==> config.mk <==
export PLATFORM = sky130hd
export DESIGN_NAME = logic_basic_queue_write_arbiter
export DESIGN_NICKNAME = d
export VERILOG_FILES = /design/src/rtl/logic_basic_queue_write_arbiter.sv
export SDC_FILE = /design/constraint.sdc
export NUM_CORES = 1
export LEC_CHECK = 0
export ABC_AREA = 0
export CAP_MARGIN = 30
export CORE_AREA = 2 2 39 41
export CTS_CLUSTER_DIAMETER = 80
export DETAILED_ROUTE_END_ITERATION = 8
export DIE_AREA = 0 0 41 43
export GPL_TIMING_DRIVEN = 0
export PLACE_DENSITY_LB_ADDON = 0.15
export REMOVE_ABC_BUFFERS = 1
export SLEW_MARGIN = 40
export SYNTH_ARGS = -nofsm -noshare
export SYNTH_HDL_FRONTEND = slang
export SYNTH_SLANG_ARGS = --single-unit
==> constraint.sdc <==
create_clock -name aclk -period 1.9 [get_ports aclk]
set_input_delay 0.19 -clock aclk [delete_from_list [all_inputs] [get_ports aclk]]
set_output_delay 0.19 -clock aclk [all_outputs]
set_load 0.02 [all_outputs]
==> src/rtl/logic_basic_queue_write_arbiter.sv <==
// Packet-aware round-robin arbiter merging INPUTS requester streams onto one
// registered stream feeding the queue write side.
module logic_basic_queue_write_arbiter #(
  parameter int INPUTS = 2,
  parameter int DATA_WIDTH = 1,
  localparam int GRANT_WIDTH = (INPUTS > 1) ? $clog2(INPUTS) : 1
) (
  input  logic                         aclk,
  input  logic                         areset_n,
  input  logic [INPUTS-1:0]            rx_tvalid,
  input  logic [INPUTS-1:0]            rx_tlast,
  input  logic [INPUTS*DATA_WIDTH-1:0] rx_tdata,
  output logic [INPUTS-1:0]            rx_tready,
  output logic                         tx_tvalid,
  output logic                         tx_tlast,
  output logic [DATA_WIDTH-1:0]        tx_tdata,
  input  logic                         tx_tready,
  output logic                         grant_valid,
  output logic [GRANT_WIDTH-1:0]       grant_index
);

  localparam logic IDLE   = 1'b0;
  localparam logic LOCKED = 1'b1;

  logic                   state;
  logic [GRANT_WIDTH-1:0] ptr;
  logic                   win_found;
  logic [GRANT_WIDTH-1:0] win_idx;
  logic                   out_ready;
  logic                   sel_valid;
  logic                   sel_last;
  logic [DATA_WIDTH-1:0]  sel_data;
  logic                   xfer;

  function automatic logic [GRANT_WIDTH-1:0] wrap_inc(input logic [GRANT_WIDTH-1:0] idx);
    if (int'(idx) >= INPUTS - 1) return '0;
    return idx + 1'b1;
  endfunction

  // Search starts at the priority pointer and wraps, so candidates >= INPUTS never appear.
  always_comb begin
    int cand;
    cand      = 0;
    win_found = 1'b0;
    win_idx   = ptr;
    for (int k = 0; k < INPUTS; k++) begin
      cand = int'(ptr) + k;
      if (cand >= INPUTS) cand = cand - INPUTS;
      if (!win_found && rx_tvalid[GRANT_WIDTH'(cand)]) begin
        win_found = 1'b1;
        win_idx   = GRANT_WIDTH'(cand);
      end
    end
  end

  assign out_ready = !tx_tvalid || tx_tready;

  always_comb begin
    rx_tready = '0;
    sel_valid = 1'b0;
    sel_last  = 1'b0;
    sel_data  = '0;
    for (int i = 0; i < INPUTS; i++) begin
      if (grant_index == GRANT_WIDTH'(i)) begin
        rx_tready[i] = (state == LOCKED) && out_ready;
        sel_valid    = rx_tvalid[i];
        sel_last     = rx_tlast[i];
        sel_data     = rx_tdata[i*DATA_WIDTH +: DATA_WIDTH];
      end
    end
  end

  assign xfer        = (state == LOCKED) && sel_valid && out_ready;
  assign grant_valid = (state == LOCKED);

  // Stage boundary: grant lock and the single output register.
  always_ff @(posedge aclk) begin
    if (!areset_n) begin
      state       <= IDLE;
      grant_index <= '0;
      ptr         <= '0;
      tx_tvalid   <= 1'b0;
      tx_tlast    <= 1'b0;
      tx_tdata    <= '0;
    end else begin
      if (state == IDLE) begin
        if (win_found) begin
          state       <= LOCKED;
          grant_index <= win_idx;
        end
      end else if (xfer && sel_last) begin
        state <= IDLE;
        ptr   <= wrap_inc(grant_index);
      end
      if (xfer) begin
        tx_tvalid <= 1'b1;
        tx_tdata  <= sel_data;
        tx_tlast  <= sel_last;
      end else if (tx_tready) begin
        tx_tvalid <= 1'b0;
      end
    end
  end

endmodule

==> results.txt <==
----------------------------------------------------
[Run status]
  Run status ... finished clean

[STA]
  Minimum clock period after layout ... 1.79 ns
  Timing-limited maximum frequency ... 0.558 GHz
  Share of the clock period used by the worst path after layout ... 94.3%
  Setup total negative slack ... 0 ns
  Measured slew at the worst slew-check pin ... 0.401 ns
  Unrepaired setup endpoints after global routing ... false
  Max-slew violation count ... 0
  Max-slew headroom at the worst pin ... 73.2%
  Clock tree skew after final layout ... 0.000206 ns
  Number of hold violations in the final report ... 0
  Final setup violation count ... 0

[Drt]
  Number of vias per cell after detailed routing ... 4.59
  Detailed router's first-iteration violation count ... 0
  Drt pass-1 iters ... 1
  Detailed-route wire length per cell ... 10.9 um
  Post-route ant nets ... 0
  DR DRC count ... 0
  Number of vias in the routed layout ... 303
  Total wire length ... 721 um

[Global routing]
  Antenna violations before repair ... 0
  Remaining Overflow, GRT ... 0
  Global-route wire length before repair ... 1140 um
  Number of global-route vias before repair ... 274
  Pin count of the biggest net entering global routing ... 10
  Total routing usage reported by global routing ... 9.55%

[Finish]
  Area occupied by multi-input gates ... 183 sq um
  Final-stage net count ... 61
  Final standard cell count with taps included and fillers excluded ... 66
  Most common cell after layout, fill and taps aside ... sky130_fd_sc_hd__clkdlybuf4s50_1
  Antenna cell count ... 0
  Share of cells above drive strength 1 ... 16.0%
  Area growth from synthesis to layout ... 57.2%
  FF/Latch Area ... 120 sq um
  Most used cells in the layout excluding fill and tap cells ... sky130_fd_sc_hd__clkdlybuf4s50_1, sky130_fd_sc_hd__dfxtp_1, sky130_fd_sc_hd__clkbuf_4
  FILL cells ... 147

[Floorplan]
  Cell Rows ... 14
  DIE HEIGHT ... 43 um
  Total die area ... 1760 sq um
  Boundary pin count ... 16
  Core area ... 1380 sq um
  Initial standard-cell utilization of the core ... 23.2%
  Die Span X ... 41 um

[Logic synthesis]
  Top cell type by total area after synthesis ... sky130_fd_sc_hd__dfxtp_1
  Number of flip-flops and latches in the synthesized netlist ... 6
  Ranking of synthesized cells by area ... sky130_fd_sc_hd__dfxtp_1, sky130_fd_sc_hd__mux2_2, sky130_fd_sc_hd__nor4_4, sky130_fd_sc_hd__mux2i_1, sky130_fd_sc_hd__mux2i_2
  Dominant synthesized flop cell ... sky130_fd_sc_hd__dfxtp_1
  Share of synthesized registers carrying an async set or reset ... 0%
  Synthesis warning total ... 0
  Area share of the largest cell type after synthesis ... 37.4%
  Number of enable flip-flop cells after synthesis ... 0
  Post-Syn Area per Cell ... 9.74 sq um
  Unique masters post-synth ... 22
  Gate count of the mapped netlist ... 33
  Sequential cell area fraction in the yosys report ... 37.4%
  Post-synth design cell area ... 322 sq um

[Setup path]
  Setup crit start kind ... primary input
  Endpoint type of the worst setup path ... output pin
  Setup Crit Path Kind ... in2out
  Cell with the largest stage delay on the worst path ... sky130_fd_sc_hd__clkdlybuf4s50_1
  Launch point of the worst path ... tx_tready
  Worst flop-to-flop path startpoint ... grant_index
  Sequence of cells on the critical path ... clkdlybuf4s50_1 -> nand2b_1 -> and3_2 -> clkdlybuf4s50_1
  Kind of cell adding the most delay to the critical path ... buffers and inverters
  Req. time, crit path ... 1.71 ns
  Worst path max stage delay ... 0.59 ns
  CP most frequent cell ... sky130_fd_sc_hd__clkdlybuf4s50_1
  CP Data Arrival Time ... 1.60 ns
  Sum of buffers and inverters on the critical path ... 2
  Peak fanout along the critical path ... 4

[Flow run]
  Max Cap Viol ... 0

[Placed design]
  Buffers added on ports ... 15
  Half-perimeter wire length of the detailed placement result ... 585 um
  Global placer's final weighted congestion ... 0.733
  Cell Count Post-Placement ... 63

[CTS]
  Latest clock arrival within the worst-skew pair ... 0.23 ns
  Clock-pin slew on the worst setup and hold paths ... 0.04 ns
  Level count of the clock H-tree ... 1
  Clock root buffer ... sky130_fd_sc_hd__clkbuf_4
  TritonCTS Buffers ... 3
  Longest Clk Path Bufs ... 2
  CTS tree ... yes
  Number of clock sinks seen by CTS ... 6
  Post-CTS setup buffer count ... 0

[Min path]
  Source of the worst hold timing path ... ptr
  Type of the worst min-delay path ... reg2reg

[Pwr]
  Static power due to leakage ... 0.191 nW
  Max rail drop VDD ... 299 uV
  Total power divided by cell area ... 633 nW/um^2
  Power consumption ... 0.320 mW

----------------------------------------------------
## path summary, 6_finish.rpt
| kind | endpoint | slack [ns] | depth (start not counted) |
|---|---|---|---|
| setup / recovery | rx_tready[1] | 0.11 | 4 |
| hold reg to reg | ptr | 0.49 | 2 |
| setup reg to reg | tx_tdata | 0.61 | 3 |
| hold / removal | ptr | 0.49 | 2 |
## cell families after synthesis
family	Yosys count	share of synthesized area (%)
flip-flops	6	37.4
buffers and inverters	3	5.84
AO/OA/AOI/OAI	6	12.1
AND/OR/NAND/NOR	13	27.2
multiplexers	5	17.5
## worst min-delay path: stages, from the launching register on
cell	delay [ns]
sky130_fd_sc_hd__dfxtp_1	0.30
sky130_fd_sc_hd__nand2_1	0.06
sky130_fd_sc_hd__o22ai_1	0.07
## routing by layer
metal  vias up  track usage (%)  wire length [um]
li1        155                -                 -
met4         0             4.00                 0
met5         -                0                 0
met1       137             12.9               322
met2        11             12.5               328
met3         0             4.71                70
## state kept, by name, summed over array words and instances, names as in the netlist
| signal | flops |
|---|---|
| grant_valid | 1 |
| tx_tlast | 1 |
| ptr | 1 |
| tx_tvalid | 1 |
| grant_index | 1 |
| tx_tdata | 1 |
## stage by stage
| stage | setup slack, ns | hold WS [ns] | cell area [sq um] | util (%) |
|---|---|---|---|---|
| CTS | 0.0648 | 0.478 | 503 | 36.3 |
| global placement | 0.112 | 0.464 | 480 | 34.7 |
| floorplan | 0.544 | 0.307 | 310 | - |
| detailed placement | 0.102 | 0.472 | 480 | 34.7 |
| finish | 0.108 | 0.490 | 505 | 36.5 |
| global route | 0.0329 | 0.531 | 505 | 36.5 |
## cell usage after synthesis (all sizes together) (2+ instances only)
library cell,count
dfxtp,6
inv,2
nor2b,2
mux2,2
nor2,2
nor3,2
nor4,2
mux2i,3
## where the power goes
group / internal, mW / switching (mW) / total [mW] / leakage, nW
sequential: 0.133 / 0.00611 / 0.139 / 0.0491
clock: 0.0710 / 0.0388 / 0.110 / 0.0138
combinational: 0.0396 / 0.0315 / 0.0711 / 0.128
## timing repair
item,in CTS,in global routing
endpoints found under the hold margin,0,0
hold buffers,0,0
resized for setup,0,1
endpoints found under the setup margin,0,1
## final cells by class
class | count | area share (%)
inverter | 2 | 1.49
sequential | 6 | 23.8
multi-input combinational | 24 | 36.1
timing repair buffer | 15 | 30.2
tap | 16 | 3.96
clock buffer | 3 | 4.46
(Power assumes the default switching activity.)
